<file path="src/rtl/uart_pkg.sv">
// Shared definitions for the UART blocks: data width, line idle level and FSM state encoding.
package uart_pkg;

  localparam int   UART_DATA_W = 8;
  localparam logic LINE_IDLE   = 1'b1;

  typedef enum logic [2:0] {
    IDLE   = 3'd0,
    START  = 3'd1,
    DATA   = 3'd2,
    PARITY = 3'd3,
    STOP   = 3'd4
  } uart_state_e;

endpackage

</file>
<file path="src/rtl/uart_baud_gen.sv">
// Bit-period timer: counts BAUD_DIV clocks per bit and flags the last one with bit_tick.
module uart_baud_gen #(
  parameter int BAUD_DIV = 16
) (
  input  logic clk_in,
  input  logic sys_rstn,
  input  logic en,
  output logic bit_tick
);

  localparam int CNT_W = (BAUD_DIV > 1) ? $clog2(BAUD_DIV) : 1;
  localparam logic [CNT_W-1:0] CNT_MAX = CNT_W'(BAUD_DIV - 1);

  logic [CNT_W-1:0] cnt;

  // Held at zero while disabled so every frame starts phase-aligned.
  always_ff @(posedge clk_in or negedge sys_rstn) begin
    if (!sys_rstn) begin
      cnt <= '0;
    end else if (!en || cnt == CNT_MAX) begin
      cnt <= '0;
    end else begin
      cnt <= cnt + 1'b1;
    end
  end

  assign bit_tick = en && (cnt == CNT_MAX);

endmodule

</file>
<file path="src/rtl/uart_tx.sv">
// Byte-serial UART transmitter (8N1, or 8E1 when UART_TX_PARITY_EN is defined).
// Valid/ready byte input, registered serial line, one-cycle done pulse per frame.
module uart_tx
  import uart_pkg::*;
#(
  parameter int BAUD_DIV  = 16,
  parameter int STOP_BITS = 1
) (
  input  logic                   clk_in,
  input  logic                   sys_rstn,
  input  logic [UART_DATA_W-1:0] tx_data,
  input  logic                   tx_valid,
  output logic                   tx_ready,
  output logic                   uart_txd,
  output logic                   tx_busy,
  output logic                   tx_done
);

  localparam logic [2:0] LAST_DATA = 3'(UART_DATA_W - 1);
  localparam logic [2:0] LAST_STOP = 3'(STOP_BITS - 1);

  uart_state_e            state;
  uart_state_e            next_state;
  logic [UART_DATA_W-1:0] shift_q;
  logic [2:0]             bit_cnt;
  logic                   bit_tick;
  logic                   line_next;
  logic                   accept;
  logic                   txd_q;
  logic                   ready_q;
`ifdef UART_TX_PARITY_EN
  logic                   parity_q;
`endif

  assign accept = tx_valid && ready_q;

  uart_baud_gen #(
    .BAUD_DIV (BAUD_DIV)
  ) u_baud_gen (
    .clk_in   (clk_in),
    .sys_rstn (sys_rstn),
    .en       (state != IDLE),
    .bit_tick (bit_tick)
  );

  always_ff @(posedge clk_in or negedge sys_rstn) begin
    if (!sys_rstn) begin
      state <= IDLE;
    end else begin
      state <= next_state;
    end
  end

  always_comb begin
    next_state = state;
    line_next  = LINE_IDLE;
    tx_done    = 1'b0;
    case (state)
      IDLE: begin
        if (accept) next_state = START;
      end
      START: begin
        line_next = 1'b0;
        if (bit_tick) next_state = DATA;
      end
      DATA: begin
        line_next = shift_q[0];
        if (bit_tick && bit_cnt == LAST_DATA) begin
`ifdef UART_TX_PARITY_EN
          next_state = PARITY;
`else
          next_state = STOP;
`endif
        end
      end
`ifdef UART_TX_PARITY_EN
      PARITY: begin
        line_next = parity_q;
        if (bit_tick) next_state = STOP;
      end
`endif
      STOP: begin
        if (bit_tick && bit_cnt == LAST_STOP) begin
          next_state = IDLE;
          tx_done    = 1'b1;
        end
      end
      default: next_state = IDLE;
    endcase
  end

  // Line and ready are registered from the FSM so the pin never glitches.
  always_ff @(posedge clk_in or negedge sys_rstn) begin
    if (!sys_rstn) begin
      shift_q  <= '0;
      bit_cnt  <= '0;
      txd_q    <= LINE_IDLE;
      ready_q  <= 1'b1;
`ifdef UART_TX_PARITY_EN
      parity_q <= 1'b0;
`endif
    end else begin
      txd_q   <= line_next;
      ready_q <= (next_state == IDLE);
      if (accept) begin
        shift_q  <= tx_data;
`ifdef UART_TX_PARITY_EN
        parity_q <= ^tx_data;
`endif
      end else if (bit_tick && state == DATA) begin
        shift_q <= shift_q >> 1;
      end
      if (next_state != state) begin
        bit_cnt <= '0;
      end else if (bit_tick) begin
        bit_cnt <= bit_cnt + 1'b1;
      end
    end
  end

  assign uart_txd = txd_q;
  assign tx_ready = ready_q;
  assign tx_busy  = (state != IDLE);

endmodule

</file>
<file path="config.mk">
export PLATFORM = sky130hd
export DESIGN_NAME = uart_tx
export DESIGN_NICKNAME = d
export VERILOG_FILES = /design/src/rtl/uart_pkg.sv /design/src/rtl/uart_baud_gen.sv /design/src/rtl/uart_tx.sv
export SDC_FILE = /design/constraint.sdc
export NUM_CORES = 1
export LEC_CHECK = 0
export CORE_MARGIN = 2
export CORE_UTILIZATION = 52
export DETAILED_ROUTE_END_ITERATION = 7
export PLACE_DENSITY = 0.77
export SKIP_LAST_GASP = 1
export SLEW_MARGIN = 25
export SYNTH_ARGS = -nofsm -noshare
export SYNTH_HDL_FRONTEND = slang
export SYNTH_SLANG_ARGS = --single-unit
</file>
<file path="constraint.sdc">
create_clock -name clk_in -period 2.15 [get_ports clk_in]
set_input_delay 0.3225 -clock clk_in [delete_from_list [all_inputs] [get_ports clk_in]]
set_output_delay 0.3225 -clock clk_in [all_outputs]
set_load 0.01 [all_outputs]
</file>
==> impl_results.md <==
* Status: completed
* Post-CTS setup buffers at 0
* Vias in the first global route at 821
* Crit path kind: reg -> out
* Num CTS Buffers at 3
* HP Class: in -> async
* RSZ-0062 raised after global routing: no
* Critical path depth at 3
* WL final at slightly below 2000 um
* Max stage delay cell, worst path: dfrtp_1
* CTS root buffer: clkbuf_4
* Final Cycle Share at 91.0%
* Max cap viols at 0
* Total power draw at 1.20 mW
* DR DRC count at 0
* Sequential share of the synthesized area at 48.8%
* CP required at 1.83 ns
* Die ar. at ~0.0024 mm^2
* Hold Violations, Final at 0
* FILL cells at 174
* Antenna cells at 0
* Post-route ant nets at 0
* Sink Count at 20
* Wire per inst at between 10 and 15 um
* CTS resizes at 1
* Setup crit end kind: primary output
* Async SR Flop Fraction at 100%
* Yosys warns at 0
* Metal2 WL at 919 um
* Die span in x at 48.5 um
* Power Density at 981 mW/mm^2
* Top Metal Used: met4
* Clk slew on worst S/H paths at 0.11 ns
* WP buf/inv at 2
* Share of cells above drive strength 1 at 11.6%
* M1 WL at 931 um
* Top post-synthesis cells by count: 18 x dfrtp_1, 16 x a21oi_1, 14 x nor2_1
* Max Transition Viols Final at 0
* Initial antenna violation count at 0
* Final min period at 1.96 ns
* Synth area leaders: dfrtp_1 44%, a21oi_1 7.8%, mux2i_1 6.8%
* Iteration-0 DRC Markers at 10
* Maximum vdd drop at 0.567 mV
* CP max stage delay at ~0.52 ns
* Clock Path Buffers at 2
* Largest net degree at the start of global routing at 21
* Worst-Margin Slew at 0.415 ns
* Cell Area, Synth at 0.00103 mm^2
* CP Cell Sequence: nor3_2 -> inv_1 -> clkdlybuf4s50_1
* Layout Nets at 138
* CTS tree: built
* EDFF count, synth at 0
* Synthesized instance count at 106
* Worst Reg-to-Reg Cells at 6
* Via count at 809
* Lkg Pwr at 0.584 nW
* Floorplan row count at 16
* Max Fclk at 511 MHz
* Total global-route track usage at roughly a fifth
* CTS Hold Buffers Added at 0
* Die H at 48.5 um
* Delay-heaviest family, CP: buffers and inverters
* Synth area leader: dfrtp_1
* Starting Density at 53.6%
* Synth top area share at 43.7%
* DP HPWL at 1420 um
* Total negative slack at 0 ns
* Drt first pass iters at 4
* Max H-tree Level at 1
* Relative slew slack at a little over 70%
* Worst-Skew Late Latency at 0.30 ns
* First-pass GRT wire length at about 3500 um
* # IOs at 15
* Area growth from synthesis to layout at 18.8%
* GPL Wtd Cong at just over 0.8
* Total grt overflow at 0
* Syn avg cell area at about 9.7 um^2
* Netlist cell types at 31
* Count of buffers from port buffering at 14
* Met3 wire length at 52 um
* Max Fanout on Critical Path at 11
* Post-layout util at 63.7%
* Final Setup Violations at 0
* Core Footprint at 0.00192 mm^2
* Syn_nets at 121
* Hold WS at 0.351 ns
* Most frequent cell after synthesis: dfrtp_1
* Synth Register Bits at 20
* Post-synth top flop: dfrtp_1
* Skew final at 0.00686 ns
* Launching element type of the critical path: flop
* Via/cell ratio at 5.47
* Crit path DAT at 1.63 ns
layer usage:
layer	vias to the layer above	track usage, %
li1	403	-
met1	383	24.1
met4	0	10.0
met5	-	0
met3	4	3.09
met2	19	32.2
layout make-up:
class | instances | area, um^2 | share of cell area [%]
multi-input combinational | 77 | 485 | 39.6
timing repair buffer | 18 | 169 | 13.8
tap | 27 | 33.8 | 2.76
inverter | 3 | 11.3 | 0.919
sequential | 20 | 503 | 41.1
clock buffer | 3 | 22.5 | 1.84
cells in the final DEF, fill, tap and decap left out, types with 2 or more instances in the layout:
cell,netlist,routed
dfrtp_1,18,18
a21oi_1,16,16
nor2_1,14,14
clkdlybuf4s50_1,0,13
mux2i_1,7,7
nand2_1,6,6
ha_1,4,4
buf_4,0,4
inv_1,3,3
nor3_1,3,3
nor2b_1,3,3
nand3_1,3,3
o21ai_0,3,3
clkbuf_4,0,3
xnor2_1,2,2
and3_2,2,2
dfstp_2,2,2
power breakdown:
part	internal [mW]	switching, mW
sequential	0.521	0.114
combinational	0.223	0.171
clock	0.0653	0.108
total	0.809	0.393
logic make-up after synthesis:
family / synth area share, %
simple gates: 19.5
buf+inv: 4.13
mux: 6.80
fa+ha+maj: 4.85
compound gates: 14.2
xor+xnor: 1.70
flops: 48.8
path summary, 6_finish.rpt:
path	startpoint	end	slack [ns]
setup / recovery	state[1]	tx_busy	0.19
hold / removal	sys_rstn	shift_q[7]	0.35
setup reg to reg	u_baud_gen.cnt[0]	shift_q[0]	0.32
hold reg to reg	u_baud_gen.cnt[0]	u_baud_gen.cnt[0]	0.50
max in group asynchronous	sys_rstn	uart_txd	1.53
min in group clk_in	u_baud_gen.cnt[0]	u_baud_gen.cnt[0]	0.50
registers in the layout, indices dropped and copies added (netlist names):
register and flops:
uart_txd 1, bit_cnt 3, u_baud_gen.cnt 4, shift_q 8, tx_ready 1, state 3
through the flow:
| stage | instances | instance area, um^2 | setup slack (ns) |
|---|---|---|---|
| final | 148 | 1220 | 0.193 |
| after global routing | 148 | 1220 | 0.0593 |
| after CTS | 148 | 1220 | 0.185 |
| after detailed placement | 145 | 1200 | 0.253 |
| after global placement | 145 | 1200 | 0.290 |
| after floorplan | 106 | 1030 | 0.566 |
worst register-to-register path, delay by kind of cell, from the launching register on:
family	cells	cell delay [ns]
simple gates	2	0.70
flops	1	0.40
mux	1	0.22
fa+ha+maj	1	0.18
buf+inv	1	0.14
compound gates	1	0.08
(Power assumes the default switching activity.)
